[src/rtl/rr_mux_arb.sv]
// N-input to 1-output multiplexer with a registered output stage.
// The grant is either a fixed select index or round-robin over the valid inputs.
module rr_mux_arb #(
    parameter int WIDTH  = 32,
    parameter int NUM_IN = 4,
    parameter int SEL_W  = 2,
    parameter int MODE   = 0
) (
    input  logic                    clk,
    input  logic                    reset,
    input  logic [NUM_IN*WIDTH-1:0] in_data,
    input  logic [NUM_IN-1:0]       in_valid,
    output logic [NUM_IN-1:0]       in_ready,
    input  logic [SEL_W-1:0]        select,
    output logic [WIDTH-1:0]        out_data,
    output logic                    out_valid,
    input  logic                    out_ready,
    output logic [SEL_W-1:0]        out_src
);

    logic [WIDTH-1:0] data_q, data_d;
    logic             valid_q, valid_d;
    logic [SEL_W-1:0] src_q, src_d;
    logic [SEL_W-1:0] last_q, last_d;

    logic             gnt_any;
    logic [SEL_W-1:0] gnt_idx;
    logic [WIDTH-1:0] gnt_data;
    logic             load_ok;
    logic             in_xfer;

    always_comb begin
        gnt_any = 1'b0;
        gnt_idx = '0;
        if (MODE == 0) begin
            for (int i = 0; i < NUM_IN; i++) begin
                if (int'(select) == i && in_valid[i]) begin
                    gnt_any = 1'b1;
                    gnt_idx = SEL_W'(i);
                end
            end
        end else begin
            // Cyclic search starting just after the last granted channel
            for (int k = 1; k <= NUM_IN; k++) begin
                if (!gnt_any && in_valid[(int'(last_q) + k) % NUM_IN]) begin
                    gnt_any = 1'b1;
                    gnt_idx = SEL_W'((int'(last_q) + k) % NUM_IN);
                end
            end
        end
    end

    always_comb begin
        gnt_data = '0;
        for (int i = 0; i < NUM_IN; i++) begin
            if (gnt_idx == SEL_W'(i)) begin
                gnt_data = in_data[i*WIDTH +: WIDTH];
            end
        end
    end

    assign load_ok = !valid_q || out_ready;

    always_comb begin
        in_ready = '0;
        for (int i = 0; i < NUM_IN; i++) begin
            in_ready[i] = !reset && load_ok && gnt_any
                          && (gnt_idx == SEL_W'(i));
        end
    end

    assign in_xfer = |(in_valid & in_ready);

    always_comb begin
        data_d  = data_q;
        valid_d = valid_q;
        src_d   = src_q;
        last_d  = last_q;
        if (in_xfer) begin
            data_d  = gnt_data;
            src_d   = gnt_idx;
            valid_d = 1'b1;
            last_d  = gnt_idx;
        end else if (valid_q && out_ready) begin
            valid_d = 1'b0;
        end
    end

    always_ff @(posedge clk) begin
        if (reset) begin
            data_q  <= '0;
            valid_q <= 1'b0;
            src_q   <= '0;
            last_q  <= SEL_W'(NUM_IN - 1);
        end else begin
            data_q  <= data_d;
            valid_q <= valid_d;
            src_q   <= src_d;
            last_q  <= last_d;
        end
    end

    assign out_data  = data_q;
    assign out_valid = valid_q;
    assign out_src   = src_q;

endmodule
[config.mk]
export PLATFORM = sky130hd
export DESIGN_NAME = rr_mux_arb
export DESIGN_NICKNAME = d
export VERILOG_FILES = /design/src/rtl/rr_mux_arb.sv
export SDC_FILE = /design/constraint.sdc
export NUM_CORES = 1
export LEC_CHECK = 0
export CAP_MARGIN = 5
export CORE_MARGIN = 5
export CORE_UTILIZATION = 41
export DETAILED_ROUTE_END_ITERATION = 10
export HOLD_SLACK_MARGIN = 0.1
export PLACE_DENSITY_LB_ADDON = 0.05
export SLEW_MARGIN = 20
export SYNTH_ARGS = -nofsm -noshare
export SYNTH_HDL_FRONTEND = slang
export SYNTH_SLANG_ARGS = --single-unit
export TNS_END_PERCENT = 5
[constraint.sdc]
create_clock -name clk -period 3.93 [get_ports clk]
set_clock_uncertainty 0.1 [all_clocks]
set_input_delay 0.786 -clock clk [delete_from_list [all_inputs] [get_ports clk]]
set_output_delay 0.786 -clock clk [all_outputs]
set_load 0.01 [all_outputs]
# ---- Word-level counts from Yosys, hierarchy flattened
# Index checks and enable logic that the tools add are counted.
dict set report word_totals {
  ff_bits 35
  output_inout_bits 39
  wordCells 41
}
dict set report op_classes {
  n_eq_ne 6
  n_mux 13
  bitwise 1
  n_reduce_logical 18
}
# operator n
set op_table {}
lappend op_table {{2-to-1 mux 32 bit} 4}
lappend op_table {{logical AND 1 bit} 11}
lappend op_table {{equality test 2 bit (second input constant)} 4}
lappend op_table {{2-to-1 mux 1 bit} 7}
lappend op_table {{bitwise AND 4 bit} 1}
lappend op_table {{equality test 2 x 1 -> 1 bit (second input constant)} 2}
lappend op_table {{logical NOT 2 bit} 2}
lappend op_table {{2-to-1 mux 2 bit} 2}
lappend op_table {{OR reduction 4 bit} 1}
lappend op_table {{logical NOT 1 bit} 2}
lappend op_table {{nonzero test 2 bit} 1}
lappend op_table {{logical OR 1 bit} 1}

# ---- Depth between registers and ports, before layout
dict set report depth {
  depth_word 11
  mapped_depth 7
}

# ---- Worst setup path after synthesis
# OpenSTA, ideal clock, no wires.
dict set report synth_timing {
  path_kind {input to output}
  start {in select[0]}
  end {out in_ready[3]}
  arrival_time_ps 1794
  required_time_ps 3044
  path_slack_ps 1250
  cell_stages 5
  path_cell_list {buf_2 and3_1 clkbuf_1 clkbuf_1 nor2b_1}
}
dict set report synth_between {
  elab_chain_cells 8
}
# item line
set synth_rtl {}
lappend synth_rtl {{from (decl)} 14} ;# input logic [SEL_W-1:0] select,
lappend synth_rtl {{logical NOT 2 bit} 37} ;# if (int'(select) == i && in_valid[i]) begin
lappend synth_rtl {{logical AND 1 bit} 37}
lappend synth_rtl {{2-to-1 mux 1 bit (4 in a row)} 37}
lappend synth_rtl {{logical AND 1 bit} 67} ;# in_ready[i] = !reset && load_ok && gnt_any
lappend synth_rtl {{logical AND 1 bit *} 68} ;# && (gnt_idx == SEL_W'(i));
lappend synth_rtl {{to (decl)} 13} ;# output logic [NUM_IN-1:0] in_ready,
# Mark *: on every way between the ends. The rest lies on a longest branch, timed or not.

# ---- Final worst setup path
dict set report layout_timing {
  start {in out_ready}
  end {out in_ready[0]}
}
dict set report layout_between {
  elab_chain_cells 4
}
# item line
set layout_rtl {}
lappend layout_rtl {{from (decl)} 17} ;# input logic out_ready,
lappend layout_rtl {{logical OR 1 bit} 62} ;# assign load_ok = !valid_q || out_ready;
lappend layout_rtl {{logical AND 1 bit (2 in a row)} 67}
lappend layout_rtl {{logical AND 1 bit} 68}
# No other way between the ends.

==> results <==
-- worst max-delay path, stage by stage --
cell             delay, ns
clkdlybuf4s50_1       0.45
nor2b_1               0.09
or2_2                 0.33
nor4b_1               0.31
clkdlybuf4s50_1       0.62
-- layer usage --
layer / routed length, µm / GRT usage [%] / vias up
li1: - / - / 1593
met1: 4030 / 25.1 / 1502
met2: 4990 / 40.1 / 129
met3: 991 / 6.81 / 10
met4: 113 / 5.78 / 0
met5: 0 / 0 / -
-- cells by family (layout without fill, tap and decap cells) --
kind of cell | Yosys count | count (layout)
compound gates | 142 | 142
simple gates | 63 | 63
mux | 58 | 58
buf+inv | 38 | 197
flops | 35 | 35
-- sequential cells by signal, indices dropped and copies added, names as in the netlist --
signal	count
out_valid	1
out_src	2
out_data	32
-- placed cells by master (no fill, tap or decap), types with 2 or more instances in the layout --
master,netlist,final
a31oi_2,13,13
a22oi_1,9,9
a2bb2oi_1,23,23
nor3_1,2,2
mux2i_1,56,56
clkdlybuf4s50_1,0,172
buf_2,9,3
nor2_1,2,2
dfxtp_1,35,35
buf_4,0,13
o21ai_0,25,25
a21oi_1,26,26
nor2b_1,3,3
a21oi_2,17,17
clkbuf_8,0,7
a31oi_1,10,10
o21a_1,9,9
a22o_1,9,9
nand3b_1,23,23
nand2_1,25,24
-- cell type report --
type / instances / share of cell area [%]
Clock buffer: 8 / 2.09
Inverter: 1 / 0.0785
Multi-Input combinational cell: 263 / 42.3
Sequential cell: 35 / 14.6
Tap cell: 96 / 2.51
Timing Repair Buffer: 188 / 38.3
-- power by group --
group,switching [W],internal [W]
sequential,0.0000282,0.000406
combinational,0.000221,0.000323
clock,0.000133,0.000160
-- how the worst max path moves through the flow --
stage	from	cells after the start	slack, ns	to
floorplan	select[0]	5	1.25	in_ready[3]
global placement	out_ready	5	0.49	in_ready[0]
detailed placement	out_ready	5	0.48	in_ready[0]
CTS	out_ready	5	0.47	in_ready[0]
global route	out_ready	5	0.33	in_ready[0]
finish	out_ready	5	0.46	in_ready[0]
-- per-stage QoR --
step	worst slack [ns]	utilization [%]	hold WS, ns	instance area (µm²)	total power (W)
after floorplan	1.25	-	0.383	2920	0.000701
after global placement	0.486	68.2	0.355	4680	0.000976
after detailed placement	0.481	68.2	0.361	4680	0.000989
after CTS	0.472	69.6	0.373	4780	0.00128
after global routing	0.327	69.6	0.404	4780	0.00134
final	0.455	69.6	0.376	4780	0.00127
==> impl_results.md <==
* Status: completed
* Gate Count Post-Synth at 336
* Synth Area in Compound Gates at 36.2%
* Tot GR Track Use at 22.2%
* Hold Path Class: flop to flop
* Pre-antenna DRT Iters at 4
* Top cells by area, synth: dfxtp_1, mux2i_1, a2bb2oi_1
* Congestion Overflow GR at 0
* Post-route ant nets at 0
* R2R Setup Slk at around 2.4 ns
* Core Box Area at 6870 µm²
* Largest net degree at the start of global routing at 47
* Area fraction of the dominant cell type after synthesis at 24.0%
* Max IR drop VDD at approximately 150 µV
* RSZ-0062 raised after global routing: no
* Inst Count DP at 583
* Hold depth at 2
* Asr flop ratio synth at 0%
* Clk_lat worst skew at roughly 0.28 ns
* Clock root buffer: clkbuf_8
* Register area at 701 µm²
* Predominant post-synthesis flop cell: dfxtp_1
* Largest family of logic cells by synthesized area: compound AO/OA/AOI/OAI gates
* Final total negative setup slack at 0 ns
* Max Cap Viol at 0
* Chip Width at 94.3 µm
* Detailed-route wire length per cell at around 17 µm
* Die height at ~94 µm
* DRC at 0
* Leak at 1.90 nW
* Diodes inserted at 0
* Setup violators final at 0
* Post-synthesis mux area share at 20.4%
* Drt first-iter violations at 90
* Starting Density at 42.4%
* Worst rel slew slack at between 50% and 60%
* Total Wirelength at 10.1 mm
* Synth unique cells at 31
* Final net count at between 600 and 700
* Area of the multi-input gates at 2020 µm²
* HPWL Detailed at 7.58 mm
* XOR/XNOR Fraction of Synth Area at 0%
* Least-Margin Pin Slew at 0.671 ns
* First-pass GRT wire length at 15.8 mm
* Avg Cell Area, Syn at 8.68 µm²
* Critical path required time at 3.04 ns
* R2r endpoint: out_data[12]
* # resized after CTS at 0
* Synth area leader: dfxtp_1
* Syn Nets at 473
* CTS tree: yes
* WP data arrival at 2.59 ns
* Synth-to-layout area growth at 64.1%
* Vias in the first global route at roughly 3.3k
* Via Count at 3234
* Layout cell share with drive strength beyond 1 at 12.1%
* Max Root-Sink Buffers at 2
* Max frequency at 0.288 GHz
* CTS H-tree lvls at 2
* Initial antenna violation count at 0
* Crit path max fanout at 5
* Post-synth top cells: mux2i_1, dfxtp_1, a21oi_1
* WHS Endpoint: out_src[0]
* Post-layout min period at approximately 3.5 ns
* Top-count cell post-synth: mux2i_1
* Die area at slightly below 9000 µm²
* Seq cells post-synth at 35
* Yosys warns at 0
* Postcts setup bufs at 0
* HP Start: out_src[0]
* Row count at 30
* Final hold viol count at 0
* R2r worst-path depth at 5
* Synthesized area at slightly below 3000 µm²
* Sequential area share after synthesis at 24.0%
* Clk slew on worst S/H paths at 0.07 ns
* Period Utilization, post-route at 88.4%
* Cts hold-fix bufs at 0
* Clock sink count at 35
* Gpl congestion at 0.768
* Final slew viol count at 0
* I/O pin count at roughly 180
* Worst reg2reg path startpoint: out_valid
* Worst setup path class: input port to output port
* Cts bufs inserted at 5
* Worst setup EP type: output port
* DR vias/cell at 5.47
* Filler cell count at 584
* Power Density at 266 nW/µm²
* Post-synth EDFFs at 0
* Simple-gate share of the synthesized area at 12.6%
* Adder-cell share of the synthesized area at 0%
* # port buffers at 175
* CP Launch Type: input port
* Final Non-Filler Cells at 591
(Power assumes the default switching activity.)
